[src/rtl/oric_mem_pkg.sv]
// Shared constants and types for the SDRAM read arbiter.
package oric_mem_pkg;

    localparam int unsigned LAT_MIN = 1;
    localparam int unsigned LAT_MAX = 15;
    localparam int unsigned CNT_W   = 4;

    typedef logic req_idx_t;
    localparam req_idx_t TAPE = 1'b0;
    localparam req_idx_t LDR  = 1'b1;

    typedef enum logic [1:0] {
        IDLE  = 2'd0,
        ISSUE = 2'd1,
        WAIT  = 2'd2,
        DONE  = 2'd3
    } arb_state_e;

    typedef logic [CNT_W-1:0] lat_cnt_t;

    // Counter preload for a given read latency, clamped to the legal range.
    function automatic lat_cnt_t lat_load(input int unsigned lat);
        if (lat < LAT_MIN) return '0;
        if (lat > LAT_MAX) return lat_cnt_t'(LAT_MAX - 1);
        return lat_cnt_t'(lat - 1);
    endfunction

endpackage

[src/rtl/sdram_rd_arb_if.sv]
// Requester and SDRAM read-port signals of the read arbiter.
interface sdram_rd_arb_if #(
    parameter int unsigned AW = 25
) ();

    logic          tape_rd;
    logic [AW-1:0] tape_addr;
    logic          tape_en;
    logic [7:0]    tape_data;
    logic          tape_ack;

    logic          ldr_rd;
    logic [AW-1:0] ldr_addr;
    logic [7:0]    ldr_data;
    logic          ldr_ack;

    logic [AW-1:0] mem_addr;
    logic          mem_rd;
    logic [7:0]    mem_dout;
    logic          busy;

    // Arbiter side.
    modport slave (
        input  tape_rd, tape_addr, tape_en, ldr_rd, ldr_addr, mem_dout,
        output tape_data, tape_ack, ldr_data, ldr_ack, mem_addr, mem_rd, busy
    );

    // Requesters and memory side.
    modport master (
        output tape_rd, tape_addr, tape_en, ldr_rd, ldr_addr, mem_dout,
        input  tape_data, tape_ack, ldr_data, ldr_ack, mem_addr, mem_rd, busy
    );

endinterface

[src/rtl/sdram_rd_arb_req_latch.sv]
// Per-requester pending flag and address latch.
module rd_req_latch #(
    parameter int unsigned AW = 25
) (
    input  logic          clk,
    input  logic          reset_n,
    input  logic          en_i,
    input  logic          rd_i,
    input  logic [AW-1:0] addr_i,
    input  logic          clr_i,
    output logic          req_o,
    output logic [AW-1:0] req_addr_o
);

    logic          pending_q, pending_d;
    logic [AW-1:0] addr_q, addr_d;

    // Next pending/address: disable drops, issue clears, a pulse only sets an empty latch.
    always_comb begin
        pending_d = pending_q;
        addr_d    = addr_q;
        if (!en_i) begin
            pending_d = 1'b0;
        end else if (clr_i) begin
            pending_d = 1'b0;
        end else if (rd_i && !pending_q) begin
            pending_d = 1'b1;
            addr_d    = addr_i;
        end
    end

    // Latch registers with synchronous active-low reset.
    always_ff @(posedge clk) begin
        if (!reset_n) begin
            pending_q <= 1'b0;
            addr_q    <= '0;
        end else begin
            pending_q <= pending_d;
            addr_q    <= addr_d;
        end
    end

    // A fresh pulse is presented at once so an idle arbiter can grant it in the same cycle.
    assign req_o      = en_i && (pending_q || rd_i);
    assign req_addr_o = pending_q ? addr_q : addr_i;

endmodule

[src/rtl/sdram_rd_arb.sv]
// Round-robin SDRAM read arbiter for the cassette and image-loader requesters.
module sdram_rd_arb
    import oric_mem_pkg::*;
#(
    parameter int unsigned AW  = 25,
    parameter int unsigned LAT = 2
) (
    input  logic          clk,
    input  logic          reset_n,
    sdram_rd_arb_if.slave bus
);

    localparam lat_cnt_t LAT_LOAD = lat_load(LAT);

    arb_state_e    state_q;
    req_idx_t      grant_q;
    req_idx_t      rr_q;
    lat_cnt_t      cnt_q;
    logic          mem_rd_q;
    logic [AW-1:0] mem_addr_q;
    logic [7:0]    tape_data_q;
    logic [7:0]    ldr_data_q;
    logic          tape_ack_q;
    logic          ldr_ack_q;
    logic          busy_q;

    logic          tape_req, ldr_req, any_req;
    logic          tape_clr, ldr_clr;
    logic [AW-1:0] tape_req_addr, ldr_req_addr;
    req_idx_t      pick;

    assign tape_clr = (state_q == ISSUE) && (grant_q == TAPE);
    assign ldr_clr  = (state_q == ISSUE) && (grant_q == LDR);

    rd_req_latch #(.AW(AW)) u_tape_latch (
        .clk        (clk),
        .reset_n    (reset_n),
        .en_i       (bus.tape_en),
        .rd_i       (bus.tape_rd),
        .addr_i     (bus.tape_addr),
        .clr_i      (tape_clr),
        .req_o      (tape_req),
        .req_addr_o (tape_req_addr)
    );

    rd_req_latch #(.AW(AW)) u_ldr_latch (
        .clk        (clk),
        .reset_n    (reset_n),
        .en_i       (1'b1),
        .rd_i       (bus.ldr_rd),
        .addr_i     (bus.ldr_addr),
        .clr_i      (ldr_clr),
        .req_o      (ldr_req),
        .req_addr_o (ldr_req_addr)
    );

    // Round-robin pick: on a tie the requester not served last wins.
    always_comb begin
        any_req = tape_req || ldr_req;
        if (tape_req && ldr_req) begin
            pick = rr_q;
        end else if (ldr_req) begin
            pick = LDR;
        end else begin
            pick = TAPE;
        end
    end

    // Access sequencer; mem_rd/ack are set on entry so they appear in ISSUE and the ack cycle.
    always_ff @(posedge clk) begin
        if (!reset_n) begin
            state_q     <= IDLE;
            grant_q     <= TAPE;
            rr_q        <= LDR;
            cnt_q       <= '0;
            mem_rd_q    <= 1'b0;
            mem_addr_q  <= '0;
            tape_data_q <= '0;
            ldr_data_q  <= '0;
            tape_ack_q  <= 1'b0;
            ldr_ack_q   <= 1'b0;
            busy_q      <= 1'b0;
        end else begin
            mem_rd_q   <= 1'b0;
            tape_ack_q <= 1'b0;
            ldr_ack_q  <= 1'b0;
            unique case (state_q)
                IDLE: begin
                    busy_q <= any_req;
                    if (any_req) begin
                        grant_q    <= pick;
                        mem_addr_q <= (pick == LDR) ? ldr_req_addr : tape_req_addr;
                        mem_rd_q   <= 1'b1;
                        state_q    <= ISSUE;
                    end
                end
                ISSUE: begin
                    cnt_q   <= LAT_LOAD;
                    state_q <= WAIT;
                end
                WAIT: begin
                    if (cnt_q == '0) begin
                        if (grant_q == LDR) begin
                            ldr_data_q <= bus.mem_dout;
                        end else begin
                            tape_data_q <= bus.mem_dout;
                        end
                        state_q <= DONE;
                    end else begin
                        cnt_q <= cnt_q - 1'b1;
                    end
                end
                DONE: begin
                    if (grant_q == LDR) begin
                        ldr_ack_q <= 1'b1;
                    end else begin
                        tape_ack_q <= 1'b1;
                    end
                    rr_q    <= ~grant_q;
                    state_q <= IDLE;
                end
            endcase
        end
    end

    assign bus.mem_rd    = mem_rd_q;
    assign bus.mem_addr  = mem_addr_q;
    assign bus.tape_data = tape_data_q;
    assign bus.ldr_data  = ldr_data_q;
    assign bus.tape_ack  = tape_ack_q;
    assign bus.ldr_ack   = ldr_ack_q;
    assign bus.busy      = busy_q;

endmodule

[src/flat_wrapper.sv]
// flat-port wrapper written by rule: the top's interface ports become plain ports
module sdram_rd_arb_flat import oric_mem_pkg::*;
#(
    parameter int unsigned AW  = 25,
    parameter int unsigned LAT = 2
)
  (clk, reset_n, bus_tape_rd, bus_tape_addr, bus_tape_en, bus_ldr_rd, bus_ldr_addr, bus_mem_dout, bus_tape_data, bus_tape_ack, bus_ldr_data, bus_ldr_ack, bus_mem_addr, bus_mem_rd, bus_busy);
  sdram_rd_arb_if #(.AW(AW)) bus_i ();
  input  logic clk;
  input  logic reset_n;
  input wire logic [$bits(bus_i.tape_rd)-1:0] bus_tape_rd;
  input wire logic [$bits(bus_i.tape_addr)-1:0] bus_tape_addr;
  input wire logic [$bits(bus_i.tape_en)-1:0] bus_tape_en;
  input wire logic [$bits(bus_i.ldr_rd)-1:0] bus_ldr_rd;
  input wire logic [$bits(bus_i.ldr_addr)-1:0] bus_ldr_addr;
  input wire logic [$bits(bus_i.mem_dout)-1:0] bus_mem_dout;
  output wire logic [$bits(bus_i.tape_data)-1:0] bus_tape_data;
  output wire logic [$bits(bus_i.tape_ack)-1:0] bus_tape_ack;
  output wire logic [$bits(bus_i.ldr_data)-1:0] bus_ldr_data;
  output wire logic [$bits(bus_i.ldr_ack)-1:0] bus_ldr_ack;
  output wire logic [$bits(bus_i.mem_addr)-1:0] bus_mem_addr;
  output wire logic [$bits(bus_i.mem_rd)-1:0] bus_mem_rd;
  output wire logic [$bits(bus_i.busy)-1:0] bus_busy;
  assign bus_i.tape_rd = bus_tape_rd;
  assign bus_i.tape_addr = bus_tape_addr;
  assign bus_i.tape_en = bus_tape_en;
  assign bus_i.ldr_rd = bus_ldr_rd;
  assign bus_i.ldr_addr = bus_ldr_addr;
  assign bus_i.mem_dout = bus_mem_dout;
  assign bus_tape_data = bus_i.tape_data;
  assign bus_tape_ack = bus_i.tape_ack;
  assign bus_ldr_data = bus_i.ldr_data;
  assign bus_ldr_ack = bus_i.ldr_ack;
  assign bus_mem_addr = bus_i.mem_addr;
  assign bus_mem_rd = bus_i.mem_rd;
  assign bus_busy = bus_i.busy;
  sdram_rd_arb #(.AW(AW), .LAT(LAT)) u_core (.clk(clk), .reset_n(reset_n), .bus(bus_i));
endmodule
[config.mk]
export PLATFORM = sky130hd
export DESIGN_NAME = sdram_rd_arb_flat
export DESIGN_NICKNAME = d
export VERILOG_FILES = /design/src/rtl/oric_mem_pkg.sv /design/src/rtl/sdram_rd_arb_if.sv /design/src/rtl/sdram_rd_arb_req_latch.sv /design/src/rtl/sdram_rd_arb.sv /design/src/flat_wrapper.sv
export SDC_FILE = /design/constraint.sdc
export NUM_CORES = 1
export LEC_CHECK = 0
export ABC_AREA = 0
export CORE_MARGIN = 2
export CORE_UTILIZATION = 45
export CTS_CLUSTER_SIZE = 30
export DETAILED_ROUTE_END_ITERATION = 16
export GPL_ROUTABILITY_DRIVEN = 1
export PLACE_DENSITY = 0.79
export SETUP_SLACK_MARGIN = 0.05
export SYNTH_ARGS = -nofsm -noshare
export SYNTH_HDL_FRONTEND = slang
export SYNTH_SLANG_ARGS = --single-unit
[constraint.sdc]
create_clock -name clk -period 3.79 [get_ports clk]
set_input_delay 0.5685 -clock clk [delete_from_list [all_inputs] [get_ports clk]]
set_output_delay 0.5685 -clock clk [all_outputs]
set_load 0.03 [all_outputs]
==> impl_metrics.py <==
metrics = {
    "sta": {
        "final_period_minus_worst_setup_slack_ns": 2.57,
        "final.period_utilization_pct": 67.9,
        "max-slew-margin-rel_pct": 21.4,
        "finalSetupTns_ns": 0,
        "final_hold_viol_count": 0,
        "f_max_mhz": 388,
        "transition_time_of_the_tightest_slew_check_pin_ns": 1.17,
        "timing.final.max_slew_violations": 0,
        "setup-violations-final": 0,
        "final.setup_skew_ns": 0.0165,
        "rsz0062_at_grt": "false",
    },
    "hold_path": {
        "worstHoldPathType": "register to register",
        "worstHoldEndpoint": "u_core.u_ldr_latch.addr_q[22]",
        "hold_path_depth": 2,
        "hp-start": "u_core.u_ldr_latch.addr_q[22]",
    },
    "grt": {
        "first_global_vias": 3813,
        "antenna_found_initial": 0,
        "globalRouteTotalUtil_pct": 20.4,
        "grt_start_max_net_pins": 58,
        "grt_first_pass_wirelength_um": 18800,
        "grt_overflow": 0,
    },
    "routing": {
        "final_antenna_net_count": 0,
        "drtIter0Drc": 157,
        "wl_per_cell_um": 15.6,
        "routed_wl_um": 11800,
        "firstDrtPassIters": 4,
        "vias": 3968,
        "drcViolationCount": 0,
        "viasPerCell": 5.27,
    },
    "cts": {
        "total_clock_buffers_created_by_cts": 9,
        "post-cts-setup-buffer-count": 0,
        "cts-htree-levels": 3,
        "tritoncts_num_sinks": 105,
        "postCtsHoldBufs": 0,
        "maximum_root_to_sink_buffer_count": 2,
        "cts_root_buf": "sky130_fd_sc_hd__clkbuf_8",
        "cts_tree": "yes",
        "clkSlewWorstSetupHoldPaths_ns": 0.10,
        "clk-insertion-delay-late_ns": 0.37,
        "post_cts_resize_count": 0,
    },
    "critical_path": {
        "launching_element_type_of_the_critical_path": "register",
        "critical_path_class": "register to register",
        "timing.critical_path.cells": "o21ai_4 -> o22ai_4 -> buf_4 -> mux2_4 -> o22ai_2",
        "worst_r2r_path_depth": 5,
        "critical-path-slowest-cell": "sky130_fd_sc_hd__dfxtp_2",
        "largest_stage_delay_on_the_critical_path_ns": 0.95,
        "timing.critical_path.required_ns": 4.08,
        "reg2reg_setup_slack_ns": 1.22,
        "cp.arrival_ns": 2.87,
        "timing.critical_path.fanout_max": 28,
        "worstReg2RegStart": "u_core.u_tape_latch.pending_q",
        "crit-reg2reg-capture": "u_core.bus.mem_addr[21]",
        "setup.worst_path.end_class": "register",
    },
    "finish": {
        "antennaDiodeCount": 0,
        "layout.core_utilization_pct": 58.4,
        "areaGrowthSynthToFinish_pct": 26.7,
        "multi_input_gate_area_um2": 2660,
        "regArea_um2": 2100,
        "post_route_cells_drive_above_1_share_pct": 11.6,
        "layout.cells.most_common": "sky130_fd_sc_hd__nand2_1",
        "finalNetCount": 678,
        "final.fill_count": 925,
        "most-common-layout-cells": "141 x sky130_fd_sc_hd__nand2_1, 106 x sky130_fd_sc_hd__clkdlybuf4s50_1, 103 x sky130_fd_sc_hd__dfxtp_1",
        "stdcell_count": 753,
    },
    "logic_synthesis": {
        "register_bit_count_reported_by_yosys": 105,
        "netlist_instances": 522,
        "yosysSeqAreaShare_pct": 42.3,
        "ys_warn_count": 0,
        "syn-cell-area_um2": 4970,
        "synthDominantCellAreaShare_pct": 42.3,
        "yosys.area.top_type": "sky130_fd_sc_hd__dfxtp_1",
        "synthesis.area_per_instance_um2": 9.53,
        "synth_cell_type_count": 38,
        "post_synth_main_area_contributors": "sky130_fd_sc_hd__dfxtp_1 42%, sky130_fd_sc_hd__mux2i_1 12%, sky130_fd_sc_hd__nand2_1 11%, sky130_fd_sc_hd__a21boi_0 8.9%, sky130_fd_sc_hd__mux2_4 5.7%",
        "syn_nets": 592,
    },
    "outcome": {
        "status": "complete, no violations",
    },
    "floorplanning": {
        "num_io_pins": 108,
        "fp.dieH_um": 109,
        "std_cell_rows": 38,
        "core_um2": 10800,
        "floorplan.die.width_um": 109,
        "fp.dieArea_um2": 11900,
        "initial_utilization_pct": 46.1,
    },
    "place": {
        "detailed_place_hpwl_um": 8120,
        "portBuffers": 107,
        "gp_congestion": 0.772,
        "placed_cells": 737,
    },
    "power": {
        "peakVddDrop_uv": 313,
        "power.density_cell_area_nw_per_um2": 566,
        "power_leakage_uw": 0.00226,
    },
    "run": {
        "maxCapViolCount": 0,
    },
}
-- synthesized netlist by cell type, drive strengths merged --
| library cell | count |
|---|---|
| nand2 | 141 |
| dfxtp | 105 |
| a21boi | 59 |
| mux2i | 59 |
| o22ai | 27 |
| mux2 | 25 |
| clkbuf | 19 |
| buf | 18 |
| nor2b | 11 |
| nand3 | 8 |
| ha | 7 |
| inv | 7 |
| nor2 | 7 |
| o21ai | 7 |
| and2 | 3 |
| a21oi | 2 |
| and3b | 2 |
| nand4b | 2 |
| nor3 | 2 |
| a32oi | 1 |
| and3 | 1 |
| and4b | 1 |
| and4bb | 1 |
| nand2b | 1 |
| nand3b | 1 |
| nor3b | 1 |
| nor4 | 1 |
| o221a | 1 |
| o31a | 1 |
| or3b | 1 |
-- worst max-delay path by stage --
| stage | endpoint | slack (ns) | startpoint |
|---|---|---|---|
| floorplan | u_core.bus.tape_data[0] | 2.17 | u_core.state_q[0] |
| global placement | u_core.bus.mem_addr[21] | 1.18 | bus_tape_en |
| detailed placement | u_core.u_tape_latch.addr_q[8] | 1.12 | bus_tape_rd |
| CTS | u_core.bus.mem_addr[21] | 1.18 | u_core.u_tape_latch.pending_q |
| global route | u_core.bus.mem_addr[22] | 1.10 | u_core.u_tape_latch.pending_q |
| finish | u_core.bus.mem_addr[21] | 1.22 | u_core.u_tape_latch.pending_q |
-- worst max-delay path, delay by kind of cell, from the launching register on --
| kind | cells | cell delay [ns] |
|---|---|---|
| multiplexers | 1 | 0.32 |
| flip-flops | 1 | 0.95 |
| buffers and inverters | 1 | 0.32 |
| AO/OA/AOI/OAI | 3 | 0.91 |
-- report_power, final --
part | switching, µW | internal, µW
Clock | 374 | 440
Sequential | 159 | 1280
Combinational | 725 | 590
-- flip-flops by register name (all words and copies together) (netlist names), 2 cells and up --
name	count
u_core.bus.tape_data	8
u_core.bus.mem_addr	25
u_core.u_tape_latch.addr_q	25
u_core.state_q	2
u_core.bus.ldr_data	8
u_core.u_ldr_latch.addr_q	25
u_core.cnt_q	4
-- layout make-up --
type | instances | share of cell area [%]
clock inverter | 5 | 1.65
timing repair buffer | 112 | 17.5
tap | 140 | 2.78
inverter | 7 | 0.417
clock buffer | 11 | 2.08
sequential | 105 | 33.4
multi-input combinational | 373 | 42.2
-- metal layers --
metal | global-route usage [%] | vias to the layer above | routed length [µm]
met2 | 35.4 | 122 | 5640
met1 | 25.4 | 1885 | 5230
met4 | 6.41 | 0 | 138
li1 | - | 1950 | -
met3 | 4.00 | 11 | 763
met5 | 0 | - | 0
-- stage by stage --
stage,cell area (µm²),hold WS (ns),worst slack (ns),power [µW]
5_1_grt,6300,0.492,1.10,3770
3_5_place_dp,6070,0.458,1.12,2790
4_1_cts,6300,0.472,1.18,3600
3_3_place_gp,6070,0.450,1.18,2740
2_1_floorplan,4970,0.443,2.17,2340
6_report,6300,0.466,1.22,3570
-- cell families after synthesis --
logic type	Yosys count	synth area share, %
AOI/OAI and AO/OA	98	16.8
buffers and inverters	44	4.28
adders and majority gates	7	1.76
DFF	105	42.3
and+or+nand+nor	184	16.0
muxes	84	19.0
No activity file was read; power rests on OpenSTA's default activity.
